--- src/rtl/sercmp_pkg.sv ---
// Shared types, cascade encoding and result decode for the bit-serial magnitude comparator.
package sercmp_pkg;

  typedef enum logic {S_IDLE, S_RUN} state_t;

  localparam logic [1:0] CMP_EQ = 2'b00;
  localparam logic [1:0] CMP_GT = 2'b01;
  localparam logic [1:0] CMP_LT = 2'b10;

  // Cascade code to {lesser, greater, equal}; the unused code reads as equal.
  function automatic logic [2:0] cas_decode(input logic [1:0] cas);
    logic [2:0] res;
    case (cas)
      CMP_GT:  res = 3'b010;
      CMP_LT:  res = 3'b100;
      default: res = 3'b001;
    endcase
    return res;
  endfunction

endpackage

--- src/rtl/serial_magnitude_comparator_cell.sv ---
// One-bit comparator cell: refines an EQ cascade state with the current bit pair, holds GT/LT.
module comparator_1bit_cell
  import sercmp_pkg::*;
(
  input  logic       ai,
  input  logic       bi,
  input  logic [1:0] cas_in,
  output logic [1:0] cas_out
);

  always_comb begin
    cas_out = cas_in;
    if (cas_in == CMP_EQ) begin
      if (ai && !bi)      cas_out = CMP_GT;
      else if (!ai && bi) cas_out = CMP_LT;
      else                cas_out = CMP_EQ;
    end
  end

endmodule

--- src/rtl/serial_magnitude_comparator.sv ---
// Bit-serial MSB-first magnitude comparator with start/ready handshake and one-cycle done pulse.
// Optional build macro SERCMP_EARLY_EXIT_EN finishes as soon as the first differing bit is seen.
module serial_magnitude_comparator
  import sercmp_pkg::*;
#(
  parameter int unsigned WIDTH = 3
) (
  input  logic             clk,
  input  logic             rst_n,
  input  logic             start,
  input  logic [WIDTH-1:0] a,
  input  logic [WIDTH-1:0] b,
  output logic             ready,
  output logic             busy,
  output logic             done,
  output logic             lesser,
  output logic             greater,
  output logic             equal
);

  localparam int unsigned CNT_W = (WIDTH > 1) ? $clog2(WIDTH) : 1;

  state_t           state, state_nxt;
  logic [WIDTH-1:0] a_sh, a_sh_nxt;
  logic [WIDTH-1:0] b_sh, b_sh_nxt;
  logic [CNT_W-1:0] idx, idx_nxt;
  logic [1:0]       cas, cas_nxt;
  logic [2:0]       res, res_nxt;
  logic             done_nxt;
  logic [1:0]       cell_out;
  logic             last_bit;

  comparator_1bit_cell u_cell (
    .ai      (a_sh[WIDTH-1]),
    .bi      (b_sh[WIDTH-1]),
    .cas_in  (cas),
    .cas_out (cell_out)
  );

`ifdef SERCMP_EARLY_EXIT_EN
  assign last_bit = (idx == '0) || (cell_out != CMP_EQ);
`else
  assign last_bit = (idx == '0);
`endif

  // Next-state, datapath and result update.
  always_comb begin
    state_nxt = state;
    a_sh_nxt  = a_sh;
    b_sh_nxt  = b_sh;
    idx_nxt   = idx;
    cas_nxt   = cas;
    res_nxt   = res;
    done_nxt  = 1'b0;
    case (state)
      S_IDLE: begin
        if (start) begin
          a_sh_nxt  = a;
          b_sh_nxt  = b;
          idx_nxt   = CNT_W'(WIDTH - 1);
          cas_nxt   = CMP_EQ;
          state_nxt = S_RUN;
        end
      end
      S_RUN: begin
        cas_nxt  = cell_out;
        a_sh_nxt = a_sh << 1;
        b_sh_nxt = b_sh << 1;
        idx_nxt  = idx - CNT_W'(1);
        if (last_bit) begin
          res_nxt   = cas_decode(cell_out);
          done_nxt  = 1'b1;
          state_nxt = S_IDLE;
        end
      end
      default: state_nxt = S_IDLE;
    endcase
  end

  always_ff @(posedge clk or negedge rst_n) begin
    if (!rst_n) begin
      state <= S_IDLE;
      a_sh  <= '0;
      b_sh  <= '0;
      idx   <= '0;
      cas   <= CMP_EQ;
      res   <= '0;
      done  <= 1'b0;
      ready <= 1'b1;
      busy  <= 1'b0;
    end else begin
      state <= state_nxt;
      a_sh  <= a_sh_nxt;
      b_sh  <= b_sh_nxt;
      idx   <= idx_nxt;
      cas   <= cas_nxt;
      res   <= res_nxt;
      done  <= done_nxt;
      ready <= (state_nxt == S_IDLE);
      busy  <= (state_nxt == S_RUN);
    end
  end

  assign lesser  = res[2];
  assign greater = res[1];
  assign equal   = res[0];

endmodule
--- config.mk ---
export PLATFORM = sky130hd
export DESIGN_NAME = serial_magnitude_comparator
export DESIGN_NICKNAME = d
export VERILOG_FILES = /design/src/rtl/sercmp_pkg.sv /design/src/rtl/serial_magnitude_comparator_cell.sv /design/src/rtl/serial_magnitude_comparator.sv
export SDC_FILE = /design/constraint.sdc
export NUM_CORES = 1
export LEC_CHECK = 0
export BUFFER_PORTS_ARGS = -buffer_cell sky130_fd_sc_hd__buf_2
export CAP_MARGIN = 20
export CORE_MARGIN = 2
export CORE_UTILIZATION = 47
export DETAILED_ROUTE_END_ITERATION = 6
export GPL_TIMING_DRIVEN = 0
export PLACE_DENSITY = 0.73
export REMOVE_ABC_BUFFERS = 1
export SLEW_MARGIN = 20
export SYNTH_ARGS = -nofsm -noshare
export SYNTH_HDL_FRONTEND = slang
export SYNTH_SLANG_ARGS = --single-unit
--- constraint.sdc ---
create_clock -name clk -period 1.45 [get_ports clk]
set_input_delay 0.0725 -clock clk [delete_from_list [all_inputs] [get_ports clk]]
set_output_delay 0.0725 -clock clk [all_outputs]
set_load 0.1 [all_outputs]
==> flow_metrics.env, run 1 <==
export IMPL_htreeDepth=1
export IMPL_synth_seq_area_share_pct=51.4
export IMPL_fin_util_pct=60.3
export IMPL_io_buffers=14
export IMPL_finalHoldViolations=0
export IMPL_root_buffer="clkbuf_4"
export IMPL_clockBufferDepth=2
export IMPL_synth_top_area_share_pct=48.0
export IMPL_rows=14
export IMPL_ys_async_sr_fraction_pct=100
export IMPL_outcome="finished clean"
export IMPL_crit_type="reg2reg"
export IMPL_area_growth_pct=18.9
export IMPL_max_stage_delay_ns=0.42
export IMPL_timing_critical_path_slowest_stage_cell="dfrtp_1"
export IMPL_fin_crit_ns=1.40
export IMPL_synth_seq_cells=16
export IMPL_via_per_inst=5.07
export IMPL_stdcell_area_um2=930
export IMPL_yosysTopAreaCell="dfrtp_1"
export IMPL_relSlewSlack_pct=67.8
export IMPL_clock_latency_ns=0.29
export IMPL_path_clk_slew_ns=0.10
export IMPL_syn_area_um2=782
export IMPL_antenna_found_initial=0
export IMPL_fin_crit_sh_pct=96.4
export IMPL_synth_area_leaders="dfrtp_1, mux2i_1, ha_1"
export IMPL_max_freq_ghz=0.716
export IMPL_startpoint_type="flop"
export IMPL_synthFlopType="dfrtp_1"
export IMPL_r2r_end="res[2]$_DFFE_PN0P_"
export IMPL_via_count=497
export IMPL_min_path_cells=3
export IMPL_grt_pass1_vias=486
export IMPL_cp_end_kind="flop"
export IMPL_drt_first_pass_iters=2
export IMPL_hold_path_class="in2reg"
export IMPL_setup_violations=0
export IMPL_grt_max_degree=22
export IMPL_clock_sinks=16
export IMPL_n_antenna_cell=0
export IMPL_drc=0
export IMPL_drtIter0Drc=1
export IMPL_die_width_um=44.8
export IMPL_die_area_um2=2010
export IMPL_path_max_fanout=3
export IMPL_nets=96
export IMPL_path_cells="nor3b_4, or2_2, ha_2, mux2_4"
export IMPL_ios=15
export IMPL_syn_avg_cell_area_um2=12.2
export IMPL_rr_worst_depth=4
export IMPL_rrSetupSlack_ns=0.05
export IMPL_whs_ns=0.0324
export IMPL_min_delay_start="a[0]"
export IMPL_die_y_um=44.8
export IMPL_wl_per_cell_um=11.6
export IMPL_ys_types=21
export IMPL_routabilityCongestion=0.694
export IMPL_min_delay_worst_endpoint="a_sh[0]$_DFFE_PN0P_"
export IMPL_fin_ws_ns=0.0528
export IMPL_grt_pass1_wl_um=2010
export IMPL_drive_gt1_share_pct=43.9
export IMPL_cap_violations=0
export IMPL_crit_buf_inv=0
export IMPL_pre_cts_ws_ns=-0.0532
export IMPL_grt_util_all_layers_pct=14.3
export IMPL_yosysMostFrequentCell="dfrtp_1"
export IMPL_tightest_slew_ns=0.486
export IMPL_crit_family="simple AND/OR/NAND/NOR gates"
export IMPL_drv_slew=0
export IMPL_skew_ns=0.00709
export IMPL_critPathArrivalTime_ns=1.58
export IMPL_required_ns=1.63
export IMPL_timing_rr_start="b_sh[2]$_DFFE_PN0P_"
export IMPL_place_area_um2=838
export IMPL_finalWirelength_um=1130
export IMPL_cts_tree="built"
export IMPL_synth_edf_count=0
export IMPL_core_area_um2=1540
export IMPL_start_util_pct=50.7
export IMPL_dpl_hpwl_um=789
export IMPL_ys_warn_count=0
export IMPL_syn_inst=64
export IMPL_cts_inserted_buffers=3
export IMPL_postRouteAntennaNets=0
export IMPL_synth_common_cells="dfrtp_1, mux2i_1, nand2_1"
export IMPL_overflow=0
==> area by class of cell <==
cell class / count / area, um^2
clock buffer: 4 / 36.3
fill: 142 / 612
inverter: 4 / 15.0
multi-input combinational: 41 / 358
sequential: 16 / 403
tap: 16 / 20.0
timing repair buffer: 17 / 97.6
==> layer usage <==
| metal | up-vias | global-route usage, % | part of all wire [%] |
|---|---|---|---|
| met4 | 0 | 3.53 | 0 |
| li1 | 250 | - | - |
| met5 | - | 0 | 0 |
| met1 | 231 | 16.3 | 44 |
| met2 | 16 | 24.1 | 48 |
| met3 | 0 | 7.20 | 8.2 |
==> registers in the layout, summed over array words and instances (netlist names) <==
register / flops
done: 1
ready: 1
idx: 2
a_sh: 3
state: 1
res: 3
cas: 2
b_sh: 3
==> stage by stage <==
step / TNS, ns / std cells
2_1_floorplan: -2.60 / 61
3_3_place_gp: -0.0532 / 91
3_5_place_dp: -0.0532 / 91
4_1_cts: 0 / 97
5_1_grt: -0.00659 / 98
6_report: 0 / 98
==> what timing repair did <==
item	4_1_cts	5_1_grt
endpoints found under the hold margin	16	0
hold buffers	1	0
pin swaps	0	4
resized for setup	3	4
buffers inserted	1	1
setup endpoints to repair	2	2
==> cells by family (layout without fill, tap and decap cells) <==
group,after synthesis,after routing,share of synthesized area [%]
flip-flops,16,16,51.4
multiplexers,10,10,14.7
buffers and inverters,7,25,6.24
AND/OR/NAND/NOR,18,18,13.8
adder cells (fa/ha/maj),4,4,6.40
AO/OA/AOI/OAI,9,9,7.52
==> worst register-to-register path, stage by stage (launching register included) <==
cell,delay [ns]
dfrtp_1,0.42
nor3b_4,0.17
or2_2,0.28
ha_2,0.17
mux2_4,0.26
==> placed cells by master (no fill, tap or decap), types with 2 or more instances in the layout <==
| cell type | netlist | final |
|---|---|---|
| dfrtp_1 | 15 | 14 |
| o21ai_1 | 3 | 3 |
| buf_4 | 0 | 3 |
| nor2_1 | 4 | 3 |
| inv_1 | 4 | 4 |
| and2b_2 | 2 | 2 |
| clkbuf_4 | 0 | 3 |
| ha_1 | 4 | 2 |
| mux2_4 | 3 | 3 |
| buf_2 | 0 | 13 |
| mux2i_1 | 7 | 7 |
| nand2_1 | 5 | 5 |
| o22a_1 | 2 | 2 |
==> worst max-delay path by stage <==
stage                                    end  slack [ns]           startpoint  cells after the start
after CTS                 res[0]$_DFFE_PN0P_       0.007  a_sh[2]$_DFFE_PN0P_                      4
final                     res[2]$_DFFE_PN0P_        0.05  b_sh[2]$_DFFE_PN0P_                      4
after floorplan           res[0]$_DFFE_PN0P_       -0.46      state$_DFF_PN0_                      2
after detailed placement  res[0]$_DFFE_PN0P_       -0.05  a_sh[2]$_DFFE_PN0P_                      4
after global routing      res[0]$_DFFE_PN0P_      -0.007   cas[1]$_DFFE_PN0P_                      4
after global placement    res[0]$_DFFE_PN0P_       -0.05  a_sh[2]$_DFFE_PN0P_                      4
Power of run 1 is left out: the tool's default activity adds up to more than one toggle a clock period on the data nets, which glitch-free logic cannot reach.
==> run 2, diff against run 1 <==
--- a/config.mk
+++ b/config.mk
@@ -8,12 +8,12 @@
 export BUFFER_PORTS_ARGS = -buffer_cell sky130_fd_sc_hd__buf_2
 export CAP_MARGIN = 20
 export CORE_MARGIN = 2
-export CORE_UTILIZATION = 47
+export CORE_UTILIZATION = 50
+export CTS_BUF_LIST = sky130_fd_sc_hd__clkbuf_8
 export DETAILED_ROUTE_END_ITERATION = 6
 export GPL_TIMING_DRIVEN = 0
-export PLACE_DENSITY = 0.73
+export PLACE_DENSITY = 0.77
 export REMOVE_ABC_BUFFERS = 1
-export SLEW_MARGIN = 20
 export SYNTH_ARGS = -nofsm -noshare
 export SYNTH_HDL_FRONTEND = slang
 export SYNTH_SLANG_ARGS = --single-unit
==> run 2 against run 1 <==
Effect of this change: via count fell by 0.40%; maximum frequency decreased by 1.7%; design area increased by 0.94%; critical endpoint is now res[0]$_DFFE_PN0P_.
==> flow_metrics.env, run 2 (same netlist as run 1, synthesis figures left out) <==
export IMPL_place_area_um2=838
export IMPL_min_delay_worst_endpoint="a_sh[0]$_DFFE_PN0P_"
export IMPL_fin_crit_ns=1.42
export IMPL_antenna_found_initial=0
export IMPL_timing_rr_start="cas[1]$_DFFE_PN0P_"
export IMPL_clock_latency_ns=0.25
export IMPL_outcome="finished clean"
export IMPL_skew_ns=0.00181
export IMPL_crit_family="flip-flops"
export IMPL_timing_critical_path_slowest_stage_cell="dfrtp_1"
export IMPL_min_path_cells=3
export IMPL_drtIter0Drc=8
export IMPL_nets=95
export IMPL_wl_met3_um=73
export IMPL_finalHoldViolations=0
export IMPL_rr_worst_depth=4
export IMPL_routabilityCongestion=0.674
export IMPL_cts_inserted_buffers=3
export IMPL_path_max_fanout=5
export IMPL_cap_violations=0
export IMPL_postRouteAntennaNets=0
export IMPL_wl_met1_um=523
export IMPL_via_count=495
export IMPL_stdcell_area_um2=938
export IMPL_required_ns=1.58
export IMPL_drive_gt1_share_pct=42.0
export IMPL_crit_type="reg2reg"
export IMPL_die_y_um=43.5
export IMPL_setup_violations=0
export IMPL_path_cells="nor3b_2, or2_4, ha_4, mux2_4"
export IMPL_wl_per_cell_um=12.1
export IMPL_area_growth_pct=20.0
export IMPL_rrSetupSlack_ns=0.03
export IMPL_die_area_um2=1900
export IMPL_highest_signal_layer="met3"
export IMPL_relSlewSlack_pct=67.9
export IMPL_cp_end_kind="flop"
export IMPL_fin_crit_sh_pct=98.0
export IMPL_top_regs="a_sh: 3 flops, b_sh: 3 flops, res: 3 flops"
export IMPL_min_delay_start="a[0]"
export IMPL_finalWirelength_um=1180
export IMPL_tightest_slew_ns=0.484
export IMPL_grt_pass1_wl_um=2140
export IMPL_core_area_um2=1490
export IMPL_max_stage_delay_ns=0.43
export IMPL_ios=15
export IMPL_rows=14
export IMPL_grt_util_all_layers_pct=15.8
export IMPL_max_freq_ghz=0.704
export IMPL_critPathArrivalTime_ns=1.55
export IMPL_drc=0
export IMPL_clockBufferDepth=2
export IMPL_grt_setup_unrepaired="true"
export IMPL_root_buffer="clkbuf_8"
export IMPL_drt_first_pass_iters=3
export IMPL_hold_path_class="in2reg"
export IMPL_clock_sinks=16
export IMPL_grt_max_degree=22
export IMPL_r2r_end="res[0]$_DFFE_PN0P_"
export IMPL_die_width_um=43.5
export IMPL_start_util_pct=52.5
export IMPL_final_common_cell="dfrtp_1"
export IMPL_cts_tree="built"
export IMPL_grt_pass1_vias=480
export IMPL_crit_buf_inv=0
export IMPL_io_buffers=14
export IMPL_dpl_hpwl_um=796
export IMPL_dr_wl_met2_um=580
export IMPL_drv_slew=0
export IMPL_via_per_inst=5.10
export IMPL_overflow=0
export IMPL_htreeDepth=1
export IMPL_path_clk_slew_ns=0.06
export IMPL_n_antenna_cell=0
export IMPL_final_cell_mix="dfrtp_1, buf_2, mux2i_1"
export IMPL_startpoint_type="flop"
## run 2: cell count changes in the layout (fill, tap and decap cells not counted), sizes merged
cell	delta
clkbuf	+1
buf	-2
## run 2: worst max path at each step
stage,startpoint,endpoint,cells after the start
after global placement,a_sh[2]$_DFFE_PN0P_,res[0]$_DFFE_PN0P_,4
after detailed placement,a_sh[2]$_DFFE_PN0P_,res[0]$_DFFE_PN0P_,4
after global routing,cas[1]$_DFFE_PN0P_,res[0]$_DFFE_PN0P_,4
after CTS,a_sh[2]$_DFFE_PN0P_,res[0]$_DFFE_PN0P_,5
final,cas[1]$_DFFE_PN0P_,res[0]$_DFFE_PN0P_,4
after floorplan,state$_DFF_PN0_,res[0]$_DFFE_PN0P_,2
## run 2: timing repair
action | in CTS | in global routing
pin swaps | 0 | 0
hold buffers | 1 | 0
gates resized for setup | 3 | 3
setup endpoints to repair | 2 | 2
hold endpoints to repair | 15 | 0
setup buffers | 1 | 0
## run 2: cell type report
cell class / instances / area, um^2
Tap cell: 16 / 20.0
Multi-Input combinational cell: 41 / 355
Fill cell: 113 / 551
Inverter: 4 / 15.0
Sequential cell: 16 / 403
Clock buffer: 4 / 55.1
Timing Repair Buffer: 16 / 90.1
## run 2: worst min-delay path, stage by stage
cell and delay, ns:
buf_2 0.07, mux2i_1 0.05, nor2_1 0.08
## run 2: metal layers
layer,track usage [%],up-vias
met5,0,-
met4,3.64,0
met3,7.50,0
met2,24.7,15
met1,19.9,231
li1,-,249
## run 2: per-stage QoR
step                      utilization [%]  hold slack [ns]  TNS (ns)  worst slack, ns  instances
after floorplan                         -           -0.223     -2.60           -0.463         61
after global placement               56.3          0.00142   -0.0539          -0.0539         91
after detailed placement             56.3         -0.00217   -0.0780          -0.0780         91
after CTS                            62.3           0.0671         0           0.0132         97
after global routing                 63.0           0.0834   -0.0199          -0.0199         97
final                                63.0           0.0780         0           0.0288         97
Power of run 2 is left out for the same reason.
